--- config.mk ---
export PLATFORM = sky130hd
export DESIGN_NAME = gonso_wb_initiator
export DESIGN_NICKNAME = d
export VERILOG_FILES = /design/src/rtl/gonso_wb_pkg.sv /design/src/rtl/gonso_wb_timeout.sv /design/src/rtl/gonso_wb_initiator.sv
export SDC_FILE = /design/constraint.sdc
export NUM_CORES = 1
export LEC_CHECK = 0
export ABC_AREA = 1
export BUFFER_PORTS_ARGS = -buffer_cell sky130_fd_sc_hd__buf_2
export CELL_PAD_IN_SITES_DETAIL_PLACEMENT = 0
export CELL_PAD_IN_SITES_GLOBAL_PLACEMENT = 1
export CORE_ASPECT_RATIO = 1.4
export CORE_MARGIN = 3
export CORE_UTILIZATION = 36
export CTS_CLUSTER_DIAMETER = 40
export DETAILED_ROUTE_END_ITERATION = 16
export GPL_TIMING_DRIVEN = 1
export PLACE_DENSITY = 0.9
export SKIP_CTS_REPAIR_TIMING = 1
export SYNTH_ARGS = -nofsm -noshare
export SYNTH_HDL_FRONTEND = slang
export SYNTH_SLANG_ARGS = --single-unit
--- constraint.sdc ---
create_clock -name clk -period 2.5 [get_ports clk]
set_clock_uncertainty 0.1 [all_clocks]
set_input_delay 0.25 -clock clk [delete_from_list [all_inputs] [get_ports clk]]
set_output_delay 0.25 -clock clk [all_outputs]
set_load 0.02 [all_outputs]
--- src/rtl/gonso_wb_pkg.sv ---
// Shared definitions for the gonso Wishbone initiator: FSM encodings,
// register window addresses and bus widths.
package gonso_wb_pkg;

    localparam int WB_DW = 32;
    localparam int WB_AW = 32;
    localparam int WB_SW = WB_DW / 8;

    localparam logic [WB_AW-1:0] GONSO_REG       = 32'h3003_0004;
    localparam logic [WB_AW-1:0] GONSO_PLUS_REG  = 32'h3003_0008;
    localparam logic [WB_AW-1:0] GONSO_COLOR_REG = 32'h3003_000C;

    typedef enum logic [1:0] {
        ST_IDLE = 2'd0,
        ST_BUS  = 2'd1,
        ST_RESP = 2'd2
    } wb_state_e;

endpackage

--- src/rtl/gonso_wb_timeout.sv ---
// Bus-cycle watchdog: a loadable down-counter that flags the last permitted
// strobe cycle. Loaded when a command is accepted and enabled while the bus
// is active. TIMEOUT_CYCLES = 0 disables expiry entirely.
module gonso_wb_timeout #(
    parameter int TIMEOUT_CYCLES = 16
) (
    input  logic clk,
    input  logic rst_n,
    input  logic load_i,
    input  logic en_i,
    output logic expire_o
);

    localparam int CW = (TIMEOUT_CYCLES > 0) ? $clog2(TIMEOUT_CYCLES + 1) : 1;
    localparam logic [CW-1:0] LOAD_VAL = (TIMEOUT_CYCLES > 0) ? CW'(TIMEOUT_CYCLES - 1) : '0;
    localparam logic [CW-1:0] ONE      = CW'(1);

    logic [CW-1:0] cnt_q;
    logic [CW-1:0] cnt_d;

    // Next count: reload on a new command, otherwise count down while the bus waits.
    always_comb begin
        cnt_d = cnt_q;
        if (load_i) begin
            cnt_d = LOAD_VAL;
        end else if (en_i && (cnt_q != '0)) begin
            cnt_d = cnt_q - ONE;
        end
    end

    // Counter register.
    always_ff @(posedge clk or negedge rst_n) begin
        if (!rst_n) begin
            cnt_q <= '0;
        end else begin
            cnt_q <= cnt_d;
        end
    end

    // Expiry is the cycle in which the count has reached zero while waiting.
    assign expire_o = (TIMEOUT_CYCLES != 0) && en_i && (cnt_q == '0);

endmodule

--- src/rtl/gonso_wb_initiator.sv ---
// Wishbone classic-cycle master for the gonso register window. Takes one
// command at a time, runs a single cyc/stb cycle until ack or timeout, and
// presents the result on a response port. Every output is a register.
//
// Handshakes: a command transfers on a clock edge where cmd_valid && cmd_ready;
// a response transfers on an edge where rsp_valid && rsp_ready. cmd_valid must
// be held until accepted; rsp_* are held until consumed.
module gonso_wb_initiator
    import gonso_wb_pkg::*;
#(
    parameter int TIMEOUT_CYCLES = 16,
    parameter int ERR_CNT_W      = 8
) (
    input  logic                 clk,
    input  logic                 rst_n,
    input  logic                 cmd_valid,
    output logic                 cmd_ready,
    input  logic                 cmd_we,
    input  logic [WB_AW-1:0]     cmd_addr,
    input  logic [WB_DW-1:0]     cmd_wdata,
    input  logic [WB_SW-1:0]     cmd_sel,
    output logic                 rsp_valid,
    input  logic                 rsp_ready,
    output logic [WB_DW-1:0]     rsp_rdata,
    output logic                 rsp_err,
    output logic                 wbm_cyc_o,
    output logic                 wbm_stb_o,
    output logic                 wbm_we_o,
    output logic [WB_AW-1:0]     wbm_adr_o,
    output logic [WB_DW-1:0]     wbm_dat_o,
    output logic [WB_SW-1:0]     wbm_sel_o,
    input  logic [WB_DW-1:0]     wbm_dat_i,
    input  logic                 wbm_ack_i,
    output logic [ERR_CNT_W-1:0] err_count,
    output logic [1:0]           dbg_state_o
);

    localparam logic [ERR_CNT_W-1:0] ERR_ONE = ERR_CNT_W'(1);

    wb_state_e            state_q, state_d;
    logic                 cmd_ready_q, cmd_ready_d;
    logic                 cyc_q, cyc_d;
    logic                 we_q, we_d;
    logic [WB_AW-1:0]     adr_q, adr_d;
    logic [WB_DW-1:0]     dat_q, dat_d;
    logic [WB_SW-1:0]     sel_q, sel_d;
    logic                 rsp_valid_q, rsp_valid_d;
    logic [WB_DW-1:0]     rsp_rdata_q, rsp_rdata_d;
    logic                 rsp_err_q, rsp_err_d;
    logic [ERR_CNT_W-1:0] err_cnt_q, err_cnt_d;

    logic tmr_load;
    logic tmr_en;
    logic tmr_expire;

    gonso_wb_timeout #(
        .TIMEOUT_CYCLES(TIMEOUT_CYCLES)
    ) u_timeout (
        .clk      (clk),
        .rst_n    (rst_n),
        .load_i   (tmr_load),
        .en_i     (tmr_en),
        .expire_o (tmr_expire)
    );

    // Next-state and next-output logic for the IDLE -> BUS -> RESP sequence.
    always_comb begin
        state_d     = state_q;
        cmd_ready_d = cmd_ready_q;
        cyc_d       = cyc_q;
        we_d        = we_q;
        adr_d       = adr_q;
        dat_d       = dat_q;
        sel_d       = sel_q;
        rsp_valid_d = rsp_valid_q;
        rsp_rdata_d = rsp_rdata_q;
        rsp_err_d   = rsp_err_q;
        err_cnt_d   = err_cnt_q;
        tmr_load    = 1'b0;
        tmr_en      = 1'b0;

        unique case (state_q)
            ST_IDLE: begin
                if (cmd_valid) begin
                    state_d     = ST_BUS;
                    cmd_ready_d = 1'b0;
                    cyc_d       = 1'b1;
                    we_d        = cmd_we;
                    adr_d       = cmd_addr;
                    dat_d       = cmd_wdata;
                    sel_d       = cmd_sel;
                    tmr_load    = 1'b1;
                end
            end
            ST_BUS: begin
                tmr_en = 1'b1;
                // Ack takes priority over a timeout landing in the same cycle.
                if (wbm_ack_i || tmr_expire) begin
                    state_d     = ST_RESP;
                    cyc_d       = 1'b0;
                    we_d        = 1'b0;
                    adr_d       = '0;
                    dat_d       = '0;
                    sel_d       = '0;
                    rsp_valid_d = 1'b1;
                    rsp_err_d   = !wbm_ack_i;
                    rsp_rdata_d = (wbm_ack_i && !we_q) ? wbm_dat_i : '0;
                    if (!wbm_ack_i && (err_cnt_q != '1)) begin
                        err_cnt_d = err_cnt_q + ERR_ONE;
                    end
                end
            end
            ST_RESP: begin
                if (rsp_ready) begin
                    state_d     = ST_IDLE;
                    cmd_ready_d = 1'b1;
                    rsp_valid_d = 1'b0;
                end
            end
            default: begin
                state_d     = ST_IDLE;
                cmd_ready_d = 1'b1;
                cyc_d       = 1'b0;
                rsp_valid_d = 1'b0;
            end
        endcase
    end

    // State, bus and response registers; reset drops any transaction in flight.
    always_ff @(posedge clk or negedge rst_n) begin
        if (!rst_n) begin
            state_q     <= ST_IDLE;
            cmd_ready_q <= 1'b1;
            cyc_q       <= 1'b0;
            we_q        <= 1'b0;
            adr_q       <= '0;
            dat_q       <= '0;
            sel_q       <= '0;
            rsp_valid_q <= 1'b0;
            rsp_rdata_q <= '0;
            rsp_err_q   <= 1'b0;
            err_cnt_q   <= '0;
        end else begin
            state_q     <= state_d;
            cmd_ready_q <= cmd_ready_d;
            cyc_q       <= cyc_d;
            we_q        <= we_d;
            adr_q       <= adr_d;
            dat_q       <= dat_d;
            sel_q       <= sel_d;
            rsp_valid_q <= rsp_valid_d;
            rsp_rdata_q <= rsp_rdata_d;
            rsp_err_q   <= rsp_err_d;
            err_cnt_q   <= err_cnt_d;
        end
    end

    assign cmd_ready   = cmd_ready_q;
    assign wbm_cyc_o   = cyc_q;
    assign wbm_stb_o   = cyc_q;
    assign wbm_we_o    = we_q;
    assign wbm_adr_o   = adr_q;
    assign wbm_dat_o   = dat_q;
    assign wbm_sel_o   = sel_q;
    assign rsp_valid   = rsp_valid_q;
    assign rsp_rdata   = rsp_rdata_q;
    assign rsp_err     = rsp_err_q;
    assign err_count   = err_cnt_q;
    assign dbg_state_o = state_q;

endmodule

==> reports/metrics.cfg <==
[cells_and_area]
final_util_pct = 57.1
multiInputGateArea_sq_mm = 0.00175
drive_gt1_share_pct = 31.2
final_cell_mix = 265 x nand2_1, 220 x buf_2, 119 x dfrtp_1, 79 x nand3_1, 77 x dlygate4sd3_1
seqCellArea_sq_mm = 0.00300
final_nets = 977
fillerInstances = 1230
final_common_cell = nand2_1
syn_to_final_growth_pct = 54.3
antenna_cells = 0
design_area_sq_mm = 0.00771

[sta]
worst_pin_slew_ns = 0.436
final-setup-viol-count = 0
period_needed_ns = 1.93
hold_slack_ns = -0.00961
period_share_pct = 77.1
maxSlewHeadroom_pct = 70.9
grt_setup_unrepaired = no
hold_viol = 7
report.final.slew_viol_count = 0
fin_tns_setup_ns = 0
fmax_mhz = 519

[setup_path]
crit_fanout = 59
critical_path_class = reg2reg
cp-start-kind = flop
r2r_end = rsp_rdata[3]$_DFFE_PN0P_
crit_arrival_ns = 2.11
reg2reg_from = u_timeout.cnt_q[0]$_DFFE_PN0P_
endpoint_kind = flop
reg2reg_depth = 8
worst-r2r-setup-slack_ns = 0.57
critPathRequiredTime_ns = 2.68

[synth]
syn-cell-area_sq_mm = 0.00500
ys_ff_latch = 120
avgSynthCellArea_sq_um = 8.68
yosysUniqueCellTypes = 26
yosysWarnings = 0
netlist_instances = 576
ys_seq_area_share_pct = 60.1
synth_fp_nets = 684

[cts]
htree_levels = 4
cts_buffers = 17
tritoncts = built
clockRootBuffer = clkbuf_16
clk_path_buf_depth = 2
cts_sinks = 120
clk_pin_slew_ns = 0.06
clk_latency_ns = 0.40

[outcome]
status = finished, violations left
violations = negative hold slack

[job]
max-cap-violations = 0

[floorplan]
die_y_microns = 145
rows = 50
fp.dieW_microns = 106
start_util_pct = 37.0
pin_count = 222
die_area_sq_mm = 0.0154
fp.coreArea_sq_mm = 0.0135

[min_path]
hold_path_depth = 3
hold_path.class = in2reg
hold_end = rsp_rdata[21]$_DFFE_PN0P_
hold_start = wbm_dat_i[21]

[global_route]
overflow = 0
grt_pass1_vias = 4426
grt_max_degree = 79
antenna_found_initial = 0
grt_usage_pct = 18.0
grt_pass1_wl_microns = 22300

[routing]
route.detailed.drc = 0
avgRoutedWirePerCell_microns = 14.0
finalWirelength_microns = 14900
firstDrtPassIters = 4
viasPerCell = 4.57
postRouteAntennaNets = 0
via_count = 4865
drtIter0Drc = 205

[power]
ir_drop_uv = 570
powerDensity_mw_per_mm2 = 1230
total_leakage_power_nw = 4.29

[place]
hpwl_microns = 9590
gp_congestion = 0.770
portBuffers = 221
place_area_sq_mm = 0.00627

power by group:
part | total [W] | switching, W | internal [W]
Sequential | 0.00313 | 0.000433 | 0.00270
Clock | 0.00274 | 0.000905 | 0.00183
Combinational | 0.00364 | 0.00243 | 0.00121
cells by family after synthesis:
logic type	share of synthesized area, %
simple gates	30.1
flops	60.1
buf+inv	5.06
compound gates	3.75
xor+xnor	0.526
fa+ha+maj	0.500
cell usage after synthesis:
cell,count,area (sq um)
nand2_1,265,995
dfrtp_1,119,2980
nand3_1,79,395
o21ai_1,30,150
inv_1,13,48.8
buf_2,11,55.1
nor2_1,10,37.5
clkbuf_1,7,26.3
o21ai_0,6,30.0
buf_1,5,18.8
buf_6,5,56.3
inv_2,4,15.0
buf_4,3,22.5
clkbuf_2,2,10.0
ha_1,2,25.0
nand3_2,2,20.0
nand3b_1,2,15.0
nor2_2,2,12.5
xor2_1,2,17.5
dfstp_2,1,26.3
nand2_2,1,6.26
nor2_4,1,11.3
nor3_1,1,5.00
o31ai_1,1,7.51
or2_2,1,6.26
xnor2_1,1,8.76
critical path: stages, from the launching register on:
cell and delay, ns:
dfrtp_1 0.37, inv_1 0.11, ha_1 0.25, nand3_2 0.12
nand2_1 0.11, nand2_4 0.25, buf_12 0.30, nand2_1 0.09
o21ai_1 0.07
worst max path at each step:
stage / start / endpoint / slack (ns) / depth (start not counted)
finish: u_timeout.cnt_q[0]$_DFFE_PN0P_ / rsp_rdata[3]$_DFFE_PN0P_ / 0.57 / 8
global route: u_timeout.cnt_q[0]$_DFFE_PN0P_ / rsp_rdata[0]$_DFFE_PN0P_ / 0.38 / 7
CTS: u_timeout.cnt_q[0]$_DFFE_PN0P_ / rsp_rdata[0]$_DFFE_PN0P_ / 0.56 / 7
detailed placement: u_timeout.cnt_q[0]$_DFFE_PN0P_ / rsp_rdata[0]$_DFFE_PN0P_ / 0.57 / 8
global placement: u_timeout.cnt_q[0]$_DFFE_PN0P_ / rsp_rdata[0]$_DFFE_PN0P_ / 0.63 / 8
floorplan: u_timeout.cnt_q[0]$_DFFE_PN0P_ / wbm_adr_o[0]$_DFFE_PN0P_ / 0.97 / 9
registers in the layout (all words and copies together), names as in the netlist, 2 cells and up:
register         cells
rsp_rdata           32
wbm_adr_o           32
wbm_dat_o           32
err_count            8
u_timeout.cnt_q      5
wbm_sel_o            4
dbg_state_o          2
metal layers:
layer  up-vias  global-route usage [%]  routed length (microns)
li1       2422                       -                        -
met1      2237                    21.7                     5890
met2       175                    31.2                     7750
met3        31                    5.15                      817
met4         0                    5.25                      419
met5         -                       0                        0
layout make-up:
| class | instances | share of cell area, % |
|---|---|---|
| repair buffers | 307 | 25.9 |
| clock buffers | 19 | 5.87 |
| clock inverters | 13 | 2.81 |
| inverters | 17 | 0.827 |
| flip-flops and latches | 120 | 39.0 |
| multi-input cells | 406 | 22.7 |
| well taps | 182 | 2.95 |
through the flow:
step	power, W	instances	setup WS, ns	hold slack (ns)
floorplan	0.00544	576	0.966	-0.146
global placement	0.00664	955	0.635	0.0719
detailed placement	0.00672	955	0.572	0.0713
CTS	0.00953	987	0.556	-0.374
global route	0.0101	1064	0.382	0.000473
finish	0.00951	1064	0.572	-0.00961
(Power assumes the default switching activity.)
